<file path="src/rtl/capture_buffer_ctrl.sv">
// capture_buffer_ctrl
// Writes decimated samples for NCH channels into circular sample RAMs with a
// programmable pre-trigger depth. It freezes the buffer once the post-trigger
// window is full, then streams the buffer oldest-first as bytes, either for
// one channel or for all channels in sequence.
module capture_buffer_ctrl #(
   parameter int NCH   = 3,
   parameter int DEPTH = 512,
   parameter int CW    = (NCH > 1) ? $clog2(NCH) : 1,
   parameter int AW    = $clog2(DEPTH)
) (
   input  logic             clk,
   input  logic             rst_n,
   input  logic             smp_en,
   input  logic             trigger,
   input  logic             start_capture,
   input  logic             abort,
   input  logic [AW-1:0]    trig_pos,
   input  logic [3:0]       dec_pwr,
   input  logic             start_dump,
   input  logic [CW-1:0]    dump_chan,
   input  logic             dump_all,
   input  logic             dump_sent,
   input  logic [NCH*8-1:0] rdata,
   output logic             ram_en,
   output logic             ram_we,
   output logic [AW-1:0]    ram_addr,
   output logic [7:0]       dump_data,
   output logic             send_dump,
   output logic             armed,
   output logic             capture_done,
   output logic             dump_done,
   output logic             busy
);

   typedef enum logic [2:0] {
      S_IDLE, S_PRE, S_ARMED, S_POST, S_DONE, S_RD, S_SEND, S_WAIT
   } state_t;

   localparam logic [AW:0]   DEPTH_W  = (AW+1)'(DEPTH);
   localparam logic [AW-1:0] LAST_IDX = AW'(DEPTH - 1);
   localparam logic [CW:0]   NCH_W    = (CW+1)'(NCH);
   localparam logic [CW-1:0] LAST_CH  = CW'(NCH - 1);

   state_t          state_reg, state_next;
   logic [AW-1:0]   wr_ptr_reg, wr_ptr_next;
   logic [AW-1:0]   rd_ptr_reg, rd_ptr_next;
   logic [AW-1:0]   rd_cnt_reg, rd_cnt_next;
   logic [AW:0]     smp_cnt_reg, smp_cnt_next;
   logic [15:0]     dec_cnt_reg, dec_cnt_next;
   logic [AW-1:0]   trig_pos_reg, trig_pos_next;
   logic [3:0]      dec_pwr_reg, dec_pwr_next;
   logic            trig_seen_reg, trig_seen_next;
   logic [CW-1:0]   chan_reg, chan_next;
   logic            dump_all_reg, dump_all_next;
   logic [7:0]      dump_data_reg, dump_data_next;
   logic            send_dump_reg, send_dump_next;
   logic            dump_done_reg, dump_done_next;

   logic [15:0]     dec_mask;
   logic            dec_tick;
   logic [AW:0]     smp_cnt_inc;
   logic [AW:0]     post_len;
   logic [CW-1:0]   chan_sel;
   logic [7:0]      rd_bytes [NCH];

   // Split the packed RAM read bus into one byte per channel.
   for (genvar gi = 0; gi < NCH; gi++) begin : g_unpack
      assign rd_bytes[gi] = rdata[8*gi +: 8];
   end

   assign dec_mask    = ~(16'hFFFF << dec_pwr_reg);
   assign dec_tick    = smp_en & (dec_cnt_reg == dec_mask);
   assign smp_cnt_inc = smp_cnt_reg + 1'b1;
   assign post_len    = DEPTH_W - {1'b0, trig_pos_reg};
   assign chan_sel    = ({1'b0, dump_chan} >= NCH_W) ? LAST_CH : dump_chan;

   assign dump_data    = dump_data_reg;
   assign send_dump    = send_dump_reg;
   assign dump_done    = dump_done_reg;
   assign armed        = (state_reg == S_ARMED);
   assign capture_done = (state_reg == S_DONE) || (state_reg == S_RD) ||
                         (state_reg == S_SEND) || (state_reg == S_WAIT);
   assign busy         = (state_reg != S_IDLE) && (state_reg != S_DONE);

   // Register all state; async reset clears everything to idle.
   always_ff @(posedge clk or negedge rst_n) begin
      if (!rst_n) begin
         state_reg     <= S_IDLE;
         wr_ptr_reg    <= '0;
         rd_ptr_reg    <= '0;
         rd_cnt_reg    <= '0;
         smp_cnt_reg   <= '0;
         dec_cnt_reg   <= '0;
         trig_pos_reg  <= '0;
         dec_pwr_reg   <= '0;
         trig_seen_reg <= 1'b0;
         chan_reg      <= '0;
         dump_all_reg  <= 1'b0;
         dump_data_reg <= '0;
         send_dump_reg <= 1'b0;
         dump_done_reg <= 1'b0;
      end else begin
         state_reg     <= state_next;
         wr_ptr_reg    <= wr_ptr_next;
         rd_ptr_reg    <= rd_ptr_next;
         rd_cnt_reg    <= rd_cnt_next;
         smp_cnt_reg   <= smp_cnt_next;
         dec_cnt_reg   <= dec_cnt_next;
         trig_pos_reg  <= trig_pos_next;
         dec_pwr_reg   <= dec_pwr_next;
         trig_seen_reg <= trig_seen_next;
         chan_reg      <= chan_next;
         dump_all_reg  <= dump_all_next;
         dump_data_reg <= dump_data_next;
         send_dump_reg <= send_dump_next;
         dump_done_reg <= dump_done_next;
      end
   end

   // Next-state logic, RAM write/read strobes and dump sequencing.
   always_comb begin
      state_next     = state_reg;
      wr_ptr_next    = wr_ptr_reg;
      rd_ptr_next    = rd_ptr_reg;
      rd_cnt_next    = rd_cnt_reg;
      smp_cnt_next   = smp_cnt_reg;
      dec_cnt_next   = dec_cnt_reg;
      trig_pos_next  = trig_pos_reg;
      dec_pwr_next   = dec_pwr_reg;
      trig_seen_next = trig_seen_reg;
      chan_next      = chan_reg;
      dump_all_next  = dump_all_reg;
      dump_data_next = dump_data_reg;
      send_dump_next = 1'b0;
      dump_done_next = 1'b0;
      ram_en         = 1'b0;
      ram_we         = 1'b0;
      ram_addr       = wr_ptr_reg;

      // Decimation counter free-runs on strobes and wraps on each tick.
      if (smp_en) begin
         dec_cnt_next = dec_tick ? 16'd0 : dec_cnt_reg + 16'd1;
      end

      if (abort) begin
         // Abort beats every other input: no write, no send, no done pulse.
         state_next     = S_IDLE;
         trig_seen_next = 1'b0;
      end else begin
         case (state_reg)
            S_IDLE, S_DONE: begin
               if (start_capture) begin
                  trig_pos_next  = trig_pos;
                  dec_pwr_next   = dec_pwr;
                  wr_ptr_next    = '0;
                  dec_cnt_next   = '0;
                  smp_cnt_next   = '0;
                  trig_seen_next = 1'b0;
                  state_next     = (trig_pos == '0) ? S_ARMED : S_PRE;
               end else if ((state_reg == S_DONE) && start_dump) begin
                  // wr_ptr addresses the oldest sample of the frozen buffer.
                  rd_ptr_next   = wr_ptr_reg;
                  rd_cnt_next   = '0;
                  dump_all_next = dump_all;
                  chan_next     = dump_all ? '0 : chan_sel;
                  state_next    = S_RD;
               end
            end
            S_PRE: begin
               if (dec_tick) begin
                  ram_en       = 1'b1;
                  ram_we       = 1'b1;
                  wr_ptr_next  = wr_ptr_reg + 1'b1;
                  smp_cnt_next = smp_cnt_inc;
                  if (smp_cnt_inc == {1'b0, trig_pos_reg}) begin
                     state_next = S_ARMED;
                  end
               end
            end
            S_ARMED: begin
               if (trigger) begin
                  trig_seen_next = 1'b1;
               end
               if (dec_tick) begin
                  ram_en      = 1'b1;
                  ram_we      = 1'b1;
                  wr_ptr_next = wr_ptr_reg + 1'b1;
                  if (trigger || trig_seen_reg) begin
                     // This write is the trigger sample: first of the post window.
                     smp_cnt_next = {{AW{1'b0}}, 1'b1};
                     state_next   = (post_len == {{AW{1'b0}}, 1'b1}) ? S_DONE : S_POST;
                  end
               end
            end
            S_POST: begin
               if (dec_tick) begin
                  ram_en       = 1'b1;
                  ram_we       = 1'b1;
                  wr_ptr_next  = wr_ptr_reg + 1'b1;
                  smp_cnt_next = smp_cnt_inc;
                  if (smp_cnt_inc == post_len) begin
                     state_next = S_DONE;
                  end
               end
            end
            S_RD: begin
               ram_en     = 1'b1;
               ram_addr   = rd_ptr_reg;
               state_next = S_SEND;
            end
            S_SEND: begin
               dump_data_next = rd_bytes[chan_reg];
               send_dump_next = 1'b1;
               state_next     = S_WAIT;
            end
            S_WAIT: begin
               // A sent-pulse coincident with our own request is stale.
               if (dump_sent && !send_dump_reg) begin
                  rd_ptr_next = rd_ptr_reg + 1'b1;
                  rd_cnt_next = rd_cnt_reg + 1'b1;
                  state_next  = S_RD;
                  if (rd_cnt_reg == LAST_IDX) begin
                     if (dump_all_reg && (chan_reg != LAST_CH)) begin
                        chan_next   = chan_reg + 1'b1;
                        rd_cnt_next = '0;
                        rd_ptr_next = wr_ptr_reg;
                     end else begin
                        dump_done_next = 1'b1;
                        state_next     = S_DONE;
                     end
                  end
               end
            end
            default: state_next = S_IDLE;
         endcase
      end
   end

endmodule

</file>
<file path="config.mk">
export PLATFORM = sky130hd
export DESIGN_NAME = capture_buffer_ctrl
export DESIGN_NICKNAME = d
export VERILOG_FILES = /design/src/rtl/capture_buffer_ctrl.sv
export SDC_FILE = /design/constraint.sdc
export NUM_CORES = 1
export LEC_CHECK = 0
export ABC_AREA = 1
export BUFFER_PORTS_ARGS = -buffer_cell sky130_fd_sc_hd__clkbuf_2
export CORE_MARGIN = 2
export CORE_UTILIZATION = 23
export DETAILED_ROUTE_END_ITERATION = 12
export PLACE_DENSITY_LB_ADDON = 0.1
export SETUP_SLACK_MARGIN = 0.15
export SYNTH_ARGS = -nofsm -noshare
export SYNTH_HDL_FRONTEND = slang
export SYNTH_SLANG_ARGS = --single-unit
</file>
<file path="constraint.sdc">
create_clock -name clk -period 2.7 [get_ports clk]
set_clock_uncertainty 0.1 [all_clocks]
set_input_delay 0.135 -clock clk [delete_from_list [all_inputs] [get_ports clk]]
set_output_delay 0.135 -clock clk [all_outputs]
set_load 0.01 [all_outputs]
</file>
==> impl_metrics.py, run 1 <==
metrics = {
    "clock_network": {
        "cts_max_level": 3,
        "cts.clk_slew.worst_paths_ns": 0.06,
        "cts_tree": "built",
        "cts_root_buf": "clkbuf_16",
        "cts.sinks": 83,
        "cts_inserted_buffers": 9,
        "cts_buffer_depth": 2,
        "worstSkewPairLatency_ns": 0.36,
    },
    "grt": {
        "grt_pass1_vias": 5278,
        "grt_usage_pct": 13.92,
        "antenna_found_initial": 0,
        "grt_max_degree": 42,
        "grt-ovfl-total": 0,
        "grt_pass1_wl_um": 27050,
    },
    "sta": {
        "holdWs_ns": 0.01414,
        "finalSetupTns_ns": 0,
        "slew_headroom_pct": 58.01,
        "slew_violations": 0,
        "grt_setup_unrepaired": "false",
        "setup_violations": 0,
        "worst_slew_pin_slew_ns": 0.6276,
        "max_freq_mhz": 420.2,
        "finalCritPeriodShare_pct": 88.14,
        "period_needed_ns": 2.380,
        "hold_viol_final": 0,
        "setup_slack_ns": 0.3201,
    },
    "placement": {
        "port_buffers": 71,
        "place_area_um2": 6201,
        "gp_congestion": 0.7819,
        "dp_slack_ns": 0.1594,
        "hpwl_um": 12360,
    },
    "worst_setup_path": {
        "critPathLaunchType": "flop",
        "endpoint_kind": "primary output",
        "path_class": "flop to primary output",
        "cp.required_ns": 2.47,
        "critPathMaxFanout": 7,
        "arrival_ns": 2.14,
    },
    "synth": {
        "synth_edf_count": 0,
        "avgSynthCellArea_um2": 6.814,
        "seq_area_frac_synth_pct": 38.53,
        "synth_nets": 848,
        "yosys_warnings": 0,
        "synthTopCellsByCount": "nand2_1 (223), nor2_1 (109), inv_1 (89)",
        "yosysTopAreaCell": "dfrtp_1",
        "synthFlopType": "dfrtp_1",
        "yosysUniqueCellTypes": 39,
        "synthCells": 791,
        "synth_area_um2": 5390,
        "synth_most_common_cell": "nand2_1",
        "ys_top_cells_by_area": "dfrtp_1 (39%), nand2_1 (16%), nor2_1 (7.6%)",
        "yosysTopAreaCellShare_pct": 38.53,
        "async_flop_share_pct": 100.0,
        "ys_ff_latch": 83,
    },
    "run_status": {
        "status": "finished clean",
    },
    "cells_and_area": {
        "areaGrowthSynthToFinish_pct": 29.36,
        "regArea_um2": 2082,
        "drive_above_1_share_pct": 16.36,
        "diodes": 0,
        "nNetsFinal": 975,
        "post-route-cell-area_um2": 6973,
        "largest_reg_flops": 16,
        "fill_cells": 2653,
        "multi_input_area_um2": 2903,
    },
    "drt": {
        "viasPerCell": 4.299,
        "first_pass_iters": 5,
        "post-route-drc-count": 0,
        "ant_nets": 0,
        "drt_iter0_drc": 210,
        "wl_per_cell_um": 13.19,
        "finalWirelength_um": 16390,
        "vias": 5339,
    },
    "die": {
        "core.rowCount": 56,
        "dieArea_um2": 24680,
        "chipWidth_um": 157.1,
        "core_um2": 23260,
        "die_h_um": 157.1,
        "ios": 72,
        "start_util_pct": 23.17,
    },
    "power": {
        "irDropWorstVdd_v": 0.0002940,
        "pwr_density_cell_nw_per_um2": 837.9,
        "power.leakage_uw": 0.003264,
    },
    "flow_run": {
        "max-cap-violations": 0,
    },
    "hold_path": {
        "hold_path.class": "input pin to flop",
    },
}
where the power goes:
part           total (uW)  switching, uW  leakage, uW  internal (uW)
Combinational        2610           1590      0.00202           1020
Sequential           1920            364      0.00110           1560
Clock                1310            559     0.000147            749
worst paths after layout:
| path | startpoint | end | slack [ns] | cells past startpoint |
|---|---|---|---|---|
| worst max-delay path | dec_pwr_reg[3]$_DFFE_PN0P_ | ram_we | 0.32 | 11 |
| max in group asynchronous | rst_n | smp_cnt_reg[0]$_DFFE_PN0P_ | 1.43 | 3 |
| worst min-delay path | trigger | trig_seen_reg$_DFFE_PN0P_ | 0.01 | 3 |
| worst min register to register | send_dump$_DFF_PN0_ | dump_done$_DFF_PN0_ | 0.36 | 1 |
| worst max register to register | state_reg[0]$_DFFE_PN0P_ | rd_ptr_reg[7]$_DFFE_PN0P_ | 0.39 | 10 |
| min in group asynchronous | rst_n | dec_cnt_reg[13]$_DFF_PN0_ | 0.24 | 2 |
critical path: stages (launching register included):
cell and delay (ns):
dfrtp_2 0.49, nand2_1 0.10, o21ai_0 0.25, nor2_1 0.07, nor2_1 0.12, nand2_1 0.06, nor2_1 0.12, nand3_2 0.18
inv_2 0.09, nand2_2 0.08, inv_2 0.10, clkbuf_2 0.13
placed cells by master (no fill, tap or decap), types with 5 or more instances in the layout:
cell and count:
dlygate4sd3_1 31, ha_1 8, a21oi_1 19, inv_2 5, buf_4 34, nor3_1 17
inv_1 88, o21ai_1 16, clkbuf_2 70, o221ai_1 8, clkbuf_16 9, o21ai_0 50
nor2_1 106, nand3_1 59, dfrtp_1 79, nand2_1 220, nand4_1 12, xor2_1 19
a31oi_1 10, nand2_2 6
kinds of logic (layout without fill, tap and decap cells):
kind of cell,Yosys count,count (layout),share of synthesized area [%]
adder cells (fa/ha/maj),9,9,2.089
flip-flops,83,83,38.53
buffers and inverters,116,248,8.496
AO/OA/AOI/OAI,116,116,12.21
XOR/XNOR,23,23,3.737
AND/OR/NAND/NOR,444,444,34.93
routing by layer:
metal	global-route usage, %	up-vias	wire [um]
met2	21.80	93	7157
met3	2.203	13	561
met5	0	-	0
li1	-	2824	-
met1	19.50	2409	8417
met4	4.719	0	250
timing repair:
action | CTS | global route
endpoints found under the hold margin | 61 | 0
endpoints found under the setup margin | 1 | 30
setup buffers | 0 | 14
resized for setup | 1 | 17
pin swaps | 0 | 6
hold buffers | 31 | 0
layout make-up:
class / count / share of cell area [%]
Clock buffer: 11 / 3.481
Clock inverter: 5 / 0.8613
Inverter: 97 / 5.311
Multi-Input combinational cell: 592 / 41.63
Sequential cell: 83 / 29.86
Tap cell: 319 / 5.724
Timing Repair Buffer: 135 / 13.13
metrics by stage:
stage               utilization [%]  power (uW)  instances
floorplan                         -        3565        791
global placement              26.66        4393       1181
detailed placement            26.66        4360       1181
CTS                           29.32        5819       1228
global route                  29.98        6396       1242
finish                        29.98        5843       1242
No activity file was read; power rests on OpenSTA's default activity.
==> run 2, diff against run 1 <==
==> constraint.sdc (replaced) <==
create_clock -name clk -period 2.7 [get_ports clk]
set_clock_uncertainty 0.1 [all_clocks]
set_input_delay 0.135 -clock clk [delete_from_list [all_inputs] [get_ports clk]]
set_output_delay 0.135 -clock clk [all_outputs]
set_load 0.1 [all_outputs]
==> run 2 against run 1 <==
Wire length shrank 2.1%. First-iteration DRC count up 30%. Clock-buffer cell count down 2. Combinational power grew 27%. Critical path depth unchanged. Hold slack better by 0.022 ns. Sequential power barely moved. Sequential share of layout area shrank 0.76 points. Global-route usage down 0.12 points. Final cell count decreased by 0.64%. Register-to-register slack is essentially flat. Flip-flop and latch count unchanged.
==> impl_metrics.py, run 2 (synthesis results as in run 1) <==
metrics = {
    "die": {
        "core.rowCount": 56,
        "dieArea_um2": 24680,
        "die_h_um": 157.1,
        "core_um2": 23260,
        "chipWidth_um": 157.1,
        "ios": 72,
        "start_util_pct": 23.17,
    },
    "placement": {
        "port_buffers": 71,
        "hpwl_um": 12240,
        "gp_congestion": 0.7590,
        "dpl.cell_count": 1181,
    },
    "sta": {
        "hold_viol_final": 0,
        "max_freq_mhz": 419.1,
        "slew_violations": 0,
        "worst_slew_pin_slew_ns": 0.5895,
        "finalCritPeriodShare_pct": 88.38,
        "period_needed_ns": 2.386,
        "slew_headroom_pct": 60.70,
        "setup_violations": 0,
        "grt_setup_unrepaired": "false",
    },
    "worst_setup_path": {
        "endpoint_kind": "primary output",
        "critPathLaunchType": "flop",
        "critPathMaxFanout": 6,
        "slowest_delay_ns": 0.45,
        "cp_top_family": "simple AND/OR/NAND/NOR gates",
        "worst_path_most_repeated_cell": "nand2_1",
        "arrival_ns": 2.15,
        "path_class": "flop to primary output",
        "cp_cell_sequence": "buf_4, nand2_1, o21ai_1, nand2_1, nand3b_1, nor2_2, nand3_4, inv_2, nand2_2, inv_4, buf_12",
        "slowest_stage": "dfrtp_2",
        "cp.required_ns": 2.47,
        "worstPathBufferInverterCount": 4,
    },
    "cells_and_area": {
        "areaGrowthSynthToFinish_pct": 32.68,
        "drive_above_1_share_pct": 16.39,
        "nNetsFinal": 967,
        "final_common_cell": "nand2_1",
        "fill_cells": 2581,
        "final_cells": 1234,
        "diodes": 0,
        "largest_reg_flops": 16,
        "mostFrequentLayoutCells": "nand2_1 (220), nor2_1 (102), inv_1 (88)",
    },
    "power": {
        "seqPwrFrac_pct": 29.4,
        "irDropWorstVdd_v": 0.0007619,
        "power.total_uw": 6551,
        "power.leakage_uw": 0.003268,
        "p_sw_uw": 3210,
        "p_int_uw": 3340,
        "power_frac_clock_pct": 20.1,
        "pwr_density_cell_nw_per_um2": 915.9,
        "sw_frac_of_total_pct": 49.01,
        "combinationalPowerShare_pct": 50.5,
    },
    "clock_network": {
        "cts_tree": "built",
        "cts_buffer_depth": 2,
        "worstSkewPairLatency_ns": 0.35,
        "cts_root_buf": "clkbuf_16",
        "cts_inserted_buffers": 9,
        "cts_max_level": 3,
        "cts.sinks": 83,
        "cts.clk_slew.worst_paths_ns": 0.08,
    },
    "drt": {
        "wl_per_cell_um": 13.00,
        "post-route-drc-count": 0,
        "viasPerCell": 4.277,
        "vias": 5278,
        "first_pass_iters": 5,
        "ant_nets": 0,
        "finalWirelength_um": 16040,
        "drt_iter0_drc": 272,
    },
    "grt": {
        "grt_usage_pct": 13.80,
        "grt_pass1_vias": 5264,
        "antenna_found_initial": 0,
        "grt_pass1_wl_um": 26960,
        "grt_max_degree": 40,
        "grt-ovfl-total": 0,
    },
    "hold_path": {
        "hold_path.class": "input pin to flop",
    },
    "run_status": {
        "status": "finished clean",
    },
    "flow_run": {
        "max-cap-violations": 0,
    },
}
run 2: changes by cell type in the layout (fill, tap and decap cells not counted), moves of 3 or more:
cell      previous run  this run
buf_12               0        12
buf_4               34        23
clkbuf_2            70        59
o21ai_0             50        40
o21ai_1             16        25
nor2_1             106       102
nor2_2               2         6
nand3_1             59        56
run 2: power groups by stage:
stage / Sequential (uW) / Combinational, uW / Clock (uW)
floorplan: 2250 / 1970 / 0
global placement: 1930 / 3140 / 0
detailed placement: 1920 / 3110 / 0
CTS: 1910 / 3250 / 1380
global route: 1980 / 3730 / 1440
finish: 1920 / 3310 / 1320
run 2: worst paths after layout:
check                      slack [ns]                       start  cells after the start                           to
setup / recovery                 0.31  dec_pwr_reg[1]$_DFFE_PN0P_                     11                       ram_we
hold / removal                   0.04                dump_chan[0]                      5      chan_reg[0]$_DFFE_PN0P_
setup reg to reg                 0.39   rd_cnt_reg[0]$_DFFE_PN0P_                     12    rd_ptr_reg[7]$_DFFE_PN0P_
hold reg to reg                  0.37         send_dump$_DFF_PN0_                      1          dump_done$_DFF_PN0_
max in group asynchronous        1.62                       rst_n                      3    rd_ptr_reg[0]$_DFFE_PN0P_
min in group asynchronous        0.23                       rst_n                      2  trig_pos_reg[2]$_DFFE_PN0P_
run 2: layout make-up:
cell class / count / area (um^2) / share of cell area [%]
inverters: 97 / 375.4 / 5.248
repair buffers: 127 / 1039 / 14.52
clock inverters: 7 / 83.83 / 1.172
multi-input cells: 592 / 2949 / 41.24
clock buffers: 9 / 225.2 / 3.149
flip-flops and latches: 83 / 2081 / 29.09
well taps: 319 / 399.1 / 5.581
run 2: metrics by stage:
step	cell area, um^2	setup WS, ns	setup TNS, ns	hold slack, ns	util, %
floorplan	5395	-0.1237	-0.3589	-0.2606	-
global placement	6384	0.1758	0	0.09248	27.44
detailed placement	6384	0.09890	0	0.08896	27.44
CTS	7038	0.1709	0	0.02157	30.25
global route	7152	0.1414	0	0.06654	30.74
finish	7152	0.3138	0	0.03573	30.74
run 2: tightest hold or removal path, stage by stage:
cell and delay (ns):
clkbuf_2 0.08, nand3_1 0.06, o21ai_0 0.08, nand2_1 0.05, o21ai_0 0.06
run 2: routing by layer:
| layer | GRT usage [%] | wire length [um] | vias to the layer above |
|---|---|---|---|
| met4 | 3.030 | 84 | 0 |
| met2 | 21.57 | 7077 | 91 |
| met1 | 19.34 | 8212 | 2372 |
| met5 | 0 | 0 | - |
| li1 | - | - | 2813 |
| met3 | 3.249 | 669 | 2 |
run 2: timing repair:
item	in CTS	in global routing
resized for setup	4	30
pin swaps	0	1
endpoints found under the setup margin	6	19
endpoints found under the hold margin	61	0
hold buffers	33	0
buffers inserted	0	4
==> run 3, diff against run 2 <==
--- a/config.mk
+++ b/config.mk
@@ -7,9 +7,12 @@
 export LEC_CHECK = 0
 export ABC_AREA = 1
 export BUFFER_PORTS_ARGS = -buffer_cell sky130_fd_sc_hd__clkbuf_2
+export CELL_PAD_IN_SITES_DETAIL_PLACEMENT = 0
+export CELL_PAD_IN_SITES_GLOBAL_PLACEMENT = 1
 export CORE_MARGIN = 2
 export CORE_UTILIZATION = 23
 export DETAILED_ROUTE_END_ITERATION = 12
+export GPL_ROUTABILITY_DRIVEN = 0
 export PLACE_DENSITY_LB_ADDON = 0.1
 export SETUP_SLACK_MARGIN = 0.15
 export SYNTH_ARGS = -nofsm -noshare
==> run 3 against run 2 <==
Final cell count grew 0.16%. Sequential power hardly changed. Total power is 0.82% lower. Global-route usage is 0.52 points higher. Via count rose by 0.28%. Highest routed layer is now met5. Critical path type unchanged. Largest cell class unchanged.
==> impl_metrics.py, run 3 (synthesis results as in run 1) <==
metrics = {
    "worst_setup_path": {
        "path_class": "flop to primary output",
        "critPathMaxFanout": 10,
        "cp.required_ns": 2.47,
        "arrival_ns": 2.23,
        "endpoint_kind": "primary output",
        "critPathLaunchType": "flop",
    },
    "clock_network": {
        "cts_inserted_buffers": 9,
        "cts_buffer_depth": 2,
        "cts_max_level": 3,
        "cts.sinks": 83,
        "worstSkewPairLatency_ns": 0.35,
        "cts_root_buf": "clkbuf_16",
        "cts_tree": "built",
        "cts.clk_slew.worst_paths_ns": 0.07,
    },
    "drt": {
        "viasPerCell": 4.282,
        "ant_nets": 0,
        "vias": 5293,
        "first_pass_iters": 4,
        "drt_iter0_drc": 257,
        "post-route-drc-count": 0,
        "wl_per_cell_um": 13.55,
        "finalWirelength_um": 16740,
    },
    "placement": {
        "port_buffers": 71,
        "dp_slack_ns": 0.2670,
        "dpl.cell_count": 1181,
        "hpwl_um": 12810,
    },
    "die": {
        "dieArea_um2": 24680,
        "chipWidth_um": 157.1,
        "core.rowCount": 56,
        "start_util_pct": 23.17,
        "ios": 72,
        "die_h_um": 157.1,
        "core_um2": 23260,
    },
    "sta": {
        "setup_violations": 0,
        "grt_setup_unrepaired": "true",
        "holdWs_ns": 0.02474,
        "hold_viol_final": 0,
        "slew_headroom_pct": 56.97,
        "period_needed_ns": 2.467,
        "finalCritPeriodShare_pct": 91.35,
        "slew_violations": 0,
        "setup_slack_ns": 0.2334,
        "worst_slew_pin_slew_ns": 0.6454,
        "max_freq_mhz": 405.4,
    },
    "cells_and_area": {
        "final_common_cell": "nand2_1",
        "nNetsFinal": 969,
        "diodes": 0,
        "drive_above_1_share_pct": 15.16,
        "mostFrequentLayoutCells": "nand2_1 (223), nor2_1 (108), inv_1 (87)",
        "final_cells": 1236,
        "areaGrowthSynthToFinish_pct": 32.01,
        "largest_reg_flops": 16,
    },
    "grt": {
        "grt_max_degree": 46,
        "antenna_found_initial": 1,
        "grt_pass1_wl_um": 27500,
        "grt_usage_pct": 14.32,
        "grt_pass1_vias": 5265,
        "grt-ovfl-total": 0,
    },
    "power": {
        "irDropWorstVdd_v": 0.0006613,
        "power.leakage_uw": 0.003292,
        "power.total_uw": 6497,
        "pwr_density_cell_nw_per_um2": 913.0,
    },
    "flow_run": {
        "max-cap-violations": 0,
    },
    "run_status": {
        "status": "finished clean",
    },
    "hold_path": {
        "hold_path.class": "input pin to flop",
    },
}
## run 3: changes by cell type in the layout (fill, tap and decap cells not counted), sizes merged
cell and change:
clkbuf +2, clkinvlp -3, inv -1, buf +1, clkinv +3
## run 3: routing by layer
layer	track usage (%)	part of all wire [%]	up-vias
met5	0	0.078	-
met4	3.896	1.2	2
met3	3.414	3.9	14
met2	23.56	46	73
met1	18.81	49	2391
li1	-	-	2813
## run 3: area by class of cell
type / count / area, um^2
Clock inverter: 6 / 62.56
Fill cell: 2622 / 16150
Inverter: 97 / 372.9
Multi-Input combinational cell: 592 / 2898
Sequential cell: 83 / 2081
Tap cell: 319 / 399.1
Timing Repair Buffer: 129 / 1064
Clock buffer: 10 / 239.0
## run 3: path summary, 6_finish.rpt
| kind | from | endpoint | slack, ns | cells after the start |
|---|---|---|---|---|
| worst max-delay path | dec_pwr_reg[3]$_DFFE_PN0P_ | ram_en | 0.23 | 11 |
| worst min-delay path | dump_chan[0] | chan_reg[0]$_DFFE_PN0P_ | 0.02 | 5 |
| worst max register to register | rd_cnt_reg[0]$_DFFE_PN0P_ | rd_ptr_reg[7]$_DFFE_PN0P_ | 0.36 | 12 |
| worst min register to register | send_dump$_DFF_PN0_ | dump_done$_DFF_PN0_ | 0.36 | 1 |
| max in group asynchronous | rst_n | wr_ptr_reg[2]$_DFFE_PN0P_ | 1.63 | 3 |
| min in group asynchronous | rst_n | dump_data[6]$_DFFE_PN0P_ | 0.24 | 2 |
## run 3: what timing repair did
item | 4_1_cts | 5_1_grt
endpoints found under the setup margin | 1 | 21
hold buffers | 33 | 0
hold endpoints to repair | 67 | 0
gates resized for setup | 2 | 13
setup buffers | 0 | 6
pin swaps | 0 | 1
## run 3: through the flow
| step | util (%) | cell area [um^2] | TNS (ns) |
|---|---|---|---|
| global route | 30.59 | 7116 | 0 |
| global placement | 27.44 | 6384 | 0 |
| floorplan | - | 5395 | -0.3589 |
| finish | 30.59 | 7116 | 0 |
| detailed placement | 27.44 | 6384 | 0 |
| CTS | 30.17 | 7019 | 0 |
## run 3: power breakdown
group / leakage (uW) / total [uW] / switching, uW / internal, uW
Clock: 0.000153 / 1300 / 554 / 743
Combinational: 0.00204 / 3270 / 2240 / 1030
Sequential: 0.00110 / 1930 / 375 / 1560
## run 3: worst max-delay path, stage by stage, from the launching register on
cell and delay (ns):
dfrtp_2 0.49, inv_4 0.14, nand2_1 0.08, o21bai_1 0.13
nand2_1 0.06, nand3b_1 0.15, nor2_1 0.12, nand3_2 0.18
inv_2 0.09, nand2_2 0.08, nand2_1 0.17, buf_12 0.19
